===== config.mk =====
export PLATFORM = sky130hd
export DESIGN_NAME = writeback_buffered
export DESIGN_NICKNAME = d
export VERILOG_FILES = /design/src/rtl/writeback_buffered.sv
export SDC_FILE = /design/constraint.sdc
export NUM_CORES = 1
export LEC_CHECK = 0
export ABC_AREA = 1
export BUFFER_PORTS_ARGS = -buffer_cell sky130_fd_sc_hd__buf_4
export CAP_MARGIN = 20
export CORE_UTILIZATION = 50
export DETAILED_ROUTE_END_ITERATION = 10
export GPL_TIMING_DRIVEN = 1
export HOLD_SLACK_MARGIN = 0.02
export PLACE_DENSITY = 0.88
export RECOVER_POWER = 100
export SYNTH_ARGS = -nofsm -noshare
export SYNTH_HDL_FRONTEND = slang
export SYNTH_SLANG_ARGS = --single-unit

===== constraint.sdc =====
create_clock -name clk -period 16.2 [get_ports clk]
set_clock_uncertainty 0.15 [all_clocks]
set_input_delay 3.24 -clock clk [delete_from_list [all_inputs] [get_ports clk]]
set_output_delay 3.24 -clock clk [all_outputs]
set_load 0.1 [all_outputs]

===== src/rtl/writeback_buffered.sv =====
// Writeback stage with a 2-entry elastic buffer (head + skid). It drives the register-file
// write port, exposes a forwarding tap per entry and counts retired instructions.
module writeback_buffered #(
  parameter int XLEN   = 64,
  parameter int REG_AW = 5,
  parameter int PC_W   = 64,
  parameter int CNT_W  = 64
) (
  input  logic              clk,
  input  logic              reset,
  input  logic              flush,
  input  logic              in_valid,
  output logic              in_ready,
  input  logic              in_regwrite,
  input  logic [REG_AW-1:0] in_dst,
  input  logic [XLEN-1:0]   in_regdata,
  input  logic [PC_W-1:0]   in_pc,
  input  logic              out_ready,
  output logic              wb_valid,
  output logic              wb_wen,
  output logic [REG_AW-1:0] wb_dst,
  output logic [XLEN-1:0]   wb_data,
  output logic [PC_W-1:0]   wb_pc,
  output logic              fwd0_valid,
  output logic [REG_AW-1:0] fwd0_dst,
  output logic [XLEN-1:0]   fwd0_data,
  output logic              fwd1_valid,
  output logic [REG_AW-1:0] fwd1_dst,
  output logic [XLEN-1:0]   fwd1_data,
  output logic [CNT_W-1:0]  instret
);

  typedef struct packed {
    logic              regwrite;
    logic [REG_AW-1:0] dst;
    logic [XLEN-1:0]   data;
    logic [PC_W-1:0]   pc;
  } entry_t;

  localparam logic [1:0] ST_EMPTY = 2'd0;
  localparam logic [1:0] ST_ONE   = 2'd1;
  localparam logic [1:0] ST_TWO   = 2'd2;

  logic [1:0]       state_q, state_d;
  entry_t           head_q, head_d;
  entry_t           skid_q, skid_d;
  logic [CNT_W-1:0] instret_q, instret_d;

  entry_t in_entry;
  logic   head_valid;
  logic   skid_valid;
  logic   accept;
  logic   load;
  logic   pop;

  assign in_entry = '{regwrite: in_regwrite, dst: in_dst, data: in_regdata, pc: in_pc};

  assign head_valid = (state_q == ST_ONE) || (state_q == ST_TWO);
  assign skid_valid = (state_q == ST_TWO);

  // Ready comes straight from the state register, so out_ready never reaches in_ready.
  assign in_ready = !skid_valid;
  assign accept   = in_valid && in_ready;
  assign pop      = head_valid && out_ready;
  assign load     = accept && !flush;

  always_comb begin
    state_d   = state_q;
    head_d    = head_q;
    skid_d    = skid_q;
    instret_d = instret_q + (pop ? CNT_W'(1) : CNT_W'(0));
    case (state_q)
      ST_EMPTY: begin
        if (load) begin
          head_d  = in_entry;
          state_d = ST_ONE;
        end
      end
      ST_ONE: begin
        if (load && pop) begin
          head_d = in_entry;
        end else if (load) begin
          skid_d  = in_entry;
          state_d = ST_TWO;
        end else if (pop) begin
          state_d = ST_EMPTY;
        end
      end
      ST_TWO: begin
        if (pop) begin
          head_d  = skid_q;
          state_d = ST_ONE;
        end
      end
      default: state_d = ST_EMPTY;
    endcase
    // A squash empties the buffer, but a head popping this same cycle has already retired.
    if (flush) begin
      state_d = ST_EMPTY;
    end
  end

  always_ff @(posedge clk or posedge reset) begin
    if (reset) begin
      state_q   <= ST_EMPTY;
      head_q    <= '0;
      skid_q    <= '0;
      instret_q <= '0;
    end else begin
      state_q   <= state_d;
      head_q    <= head_d;
      skid_q    <= skid_d;
      instret_q <= instret_d;
    end
  end

  assign wb_valid = head_valid;
  assign wb_wen   = head_valid && head_q.regwrite && (head_q.dst != '0);
  assign wb_dst   = head_q.dst;
  assign wb_data  = head_q.data;
  assign wb_pc    = head_q.pc;

  assign fwd0_valid = wb_wen;
  assign fwd0_dst   = head_q.dst;
  assign fwd0_data  = head_q.data;

  assign fwd1_valid = skid_valid && skid_q.regwrite && (skid_q.dst != '0);
  assign fwd1_dst   = skid_q.dst;
  assign fwd1_data  = skid_q.data;

  assign instret = instret_q;

endmodule

==> impl_metrics.csv <==
group,metric,value,unit
setup_path,critPathMaxStageDelay,2280,ps
die,die-area,0.0361,mm2
yosys,synth_top_family_by_area,"simple AND/OR/NAND/NOR gates",
global_route,grt_pass1_vias,14500,
global_route,grt_antenna_before_repair,0,
run,cap_violations,10,
cts,cts_root_buf,"clkbuf_16",
sta,finalSetupViolCount,0,
placement,dp_hpwl,34200,um
hold_path,hold_class,"reg2reg",
cts,cts_setup_buffers,0,
route,drc,0,
route,drtPass1Iterations,7,
setup_path,worstSetupEndpointType,"flop",
cts,cts_tree,"built",
cts,htreeDepth,2,
sta,finalSetupTns,0,ps
die,die_w,190,um
sta,finalCritPeriodShare,0.586,
global_route,overflow,0,
yosys,synthAdderAreaFrac,0.00424,
sta,hold_viol_final,0,
setup_path,crit_type,"in2reg",
yosys,synth_xor_area_frac,0.0153,
route,vias_per_cell,5.23,
cells_and_area,layout_commonest_cell,"nand2_1",
cts,cts_buffer_depth,3,
cells_and_area,syn_to_final_growth,8.91,%
cts,holdBufCountCts,0,
yosys,synth.area.mux_share,0,
cells_and_area,nets,2572,
cells_and_area,most-common-layout-cells,"748 x nand2_1, 420 x o21ai_0, 353 x clkbuf_1, 334 x dfrtp_1, 186 x inv_1",
outcome,violations,"max-capacitance violations, max-slew violations",
setup_path,crit_slowest_cell,"clkbuf_1",
route,finalWirelength,48900,um
global_route,grt_pass1_wl,76100,um
cts,cts_made_buffers,38,
setup_path,crit_chain,"clkbuf_1 > nand2_4 > nor2_1 > a21boi_0 > nor2_1 > clkbuf_1 > clkbuf_1 > nand2_1 > nand2_1",
setup_path,crit_family,"buffers and inverters",
die,core_area,0.0347,mm2
setup_path,crit_arrival,9820,ps
die,start_util,0.510,
sta,slew_viol_final,691,
yosys,avgSynthCellArea,7.79,um2
yosys,synth_compound_area_frac,0.123,
placement,gp_congestion,0.961,
route,wl_per_cell,16.8,um
yosys,synth_seq_cells,334,
sta,fin_crit,9500,ps
setup_path,crit_fanout,64,
yosys,ys_warn_count,0,
die,num_rows,68,
sta,fmax,0.105,GHz
cts,clk_latency,540,ps
die,die-height,190,um
setup_path,cp_num_buf_inv,3,
global_route,grt_max_degree,164,
route,drt_iter0_markers,1134,
placement,portBuffers,478,
cells_and_area,layout-drive-gt1-share,0.0859,
cts,clk_pin_slew,60,ps
setup_path,start_kind,"input port",
outcome,status,"finished with violations",
cts,clock_sinks,334,
route,ant_nets,0,
route,vias,15200,
sta,tightest_slew,5200,ps
yosys,ys_seq_area_frac,0.472,
global_route,track_usage,0.265,
setup_path,cp_common_cell,"clkbuf_1",
yosys,synth_area,0.0177,mm2
yosys,synth_cells,2270,
setup_path,crit_required,16520,ps
cells_and_area,n_antenna_cell,0,
cts,cts_resized,0,
sta,relSlewSlack,-2.49,
yosys,syn_nets,2415,
die,io-pin-count,479,
sta,rsz0062_at_grt,"false",
yosys,synthDistinctLibCells,30,
yosys,synth-simple-area-share,0.199,
-- metrics by stage --
stage | hold slack, ps | utilization | area [um2] | setup WS, ps | cells
3_5_place_dp | 323 | 0.559 | 19400 | 10110 | 2841
5_1_grt | 354 | 0.555 | 19300 | 5900 | 2910
3_3_place_gp | 316 | 0.559 | 19400 | 10180 | 2841
6_report | 336 | 0.555 | 19300 | 6700 | 2910
4_1_cts | 338 | 0.595 | 20600 | 10260 | 2909
2_1_floorplan | 303 | - | 17700 | 3560 | 2270
-- logic make-up after synthesis --
group,count (synthesis)
buffers and inverters,562
XOR/XNOR,31
flip-flops,334
AND/OR/NAND/NOR,909
adder cells (fa/ha/maj),6
AO/OA/AOI/OAI,428
-- path summary, 6_finish.rpt --
| check | slack (ps) | end | start | cells past startpoint |
|---|---|---|---|---|
| max | 6700 | wb_pc[43] | in_valid | 9 |
| min | 340 | skid_q[30] | skid_q[30] | 2 |
| max reg2reg | 7150 | fwd1_data[19] | state_q[0] | 9 |
| min reg2reg | 340 | skid_q[30] | skid_q[30] | 2 |
| max in group asynchronous | 7100 | fwd0_data[54] | reset | 3 |
| min in group asynchronous | 4190 | skid_q[50] | reset | 2 |
-- layout make-up --
cell class	count	area [um2]
Timing Repair Buffer	491	2400
Tap cell	455	569
Sequential cell	334	8360
Inverter	188	709
Clock buffer	56	1130
Multi-Input combinational cell	1374	5990
Fill cell	3327	15400
Clock inverter	12	111
-- synthesized netlist by cell type, drive strengths merged --
cell	n	area, um2
nand3	14	75.1
nand4	10	62.6
dfrtp	334	8360
nand3b	4	30.0
nor2	131	531
nor3	1	5.00
ha	6	75.1
xor2	11	96.3
xnor2	20	175
inv	188	708
o21ai	423	2130
a21boi	1	18.8
a21oi	1	5.00
nand2	749	2820
o311ai	1	8.76
o221ai	1	8.76
a21o	1	7.51
buf	324	2390
clkbuf	50	188
-- registers in the layout, summed over array words and instances (netlist names) --
| name | flops |
|---|---|
| fwd0_data | 64 |
| fwd0_dst | 5 |
| fwd1_data | 64 |
| fwd1_dst | 5 |
| head_q | 1 |
| instret | 64 |
| skid_q | 65 |
| state_q | 2 |
| wb_pc | 64 |
-- layer usage --
layer	GRT usage	vias to the layer above	part of all wire
met2	0.442	719	0.49
met4	0.124	0	0.042
li1	-	7128	-
met1	0.327	7221	0.39
met5	0	-	0
met3	0.0587	138	0.078
-- worst min-delay path, stage by stage, from the launching register on --
cell and delay [ps]:
dfrtp_1 350, nand2_1 50, o21ai_0 50
Power is not shown: default switching activity piles up to over one toggle a cycle in this logic, so the estimate is an artifact.
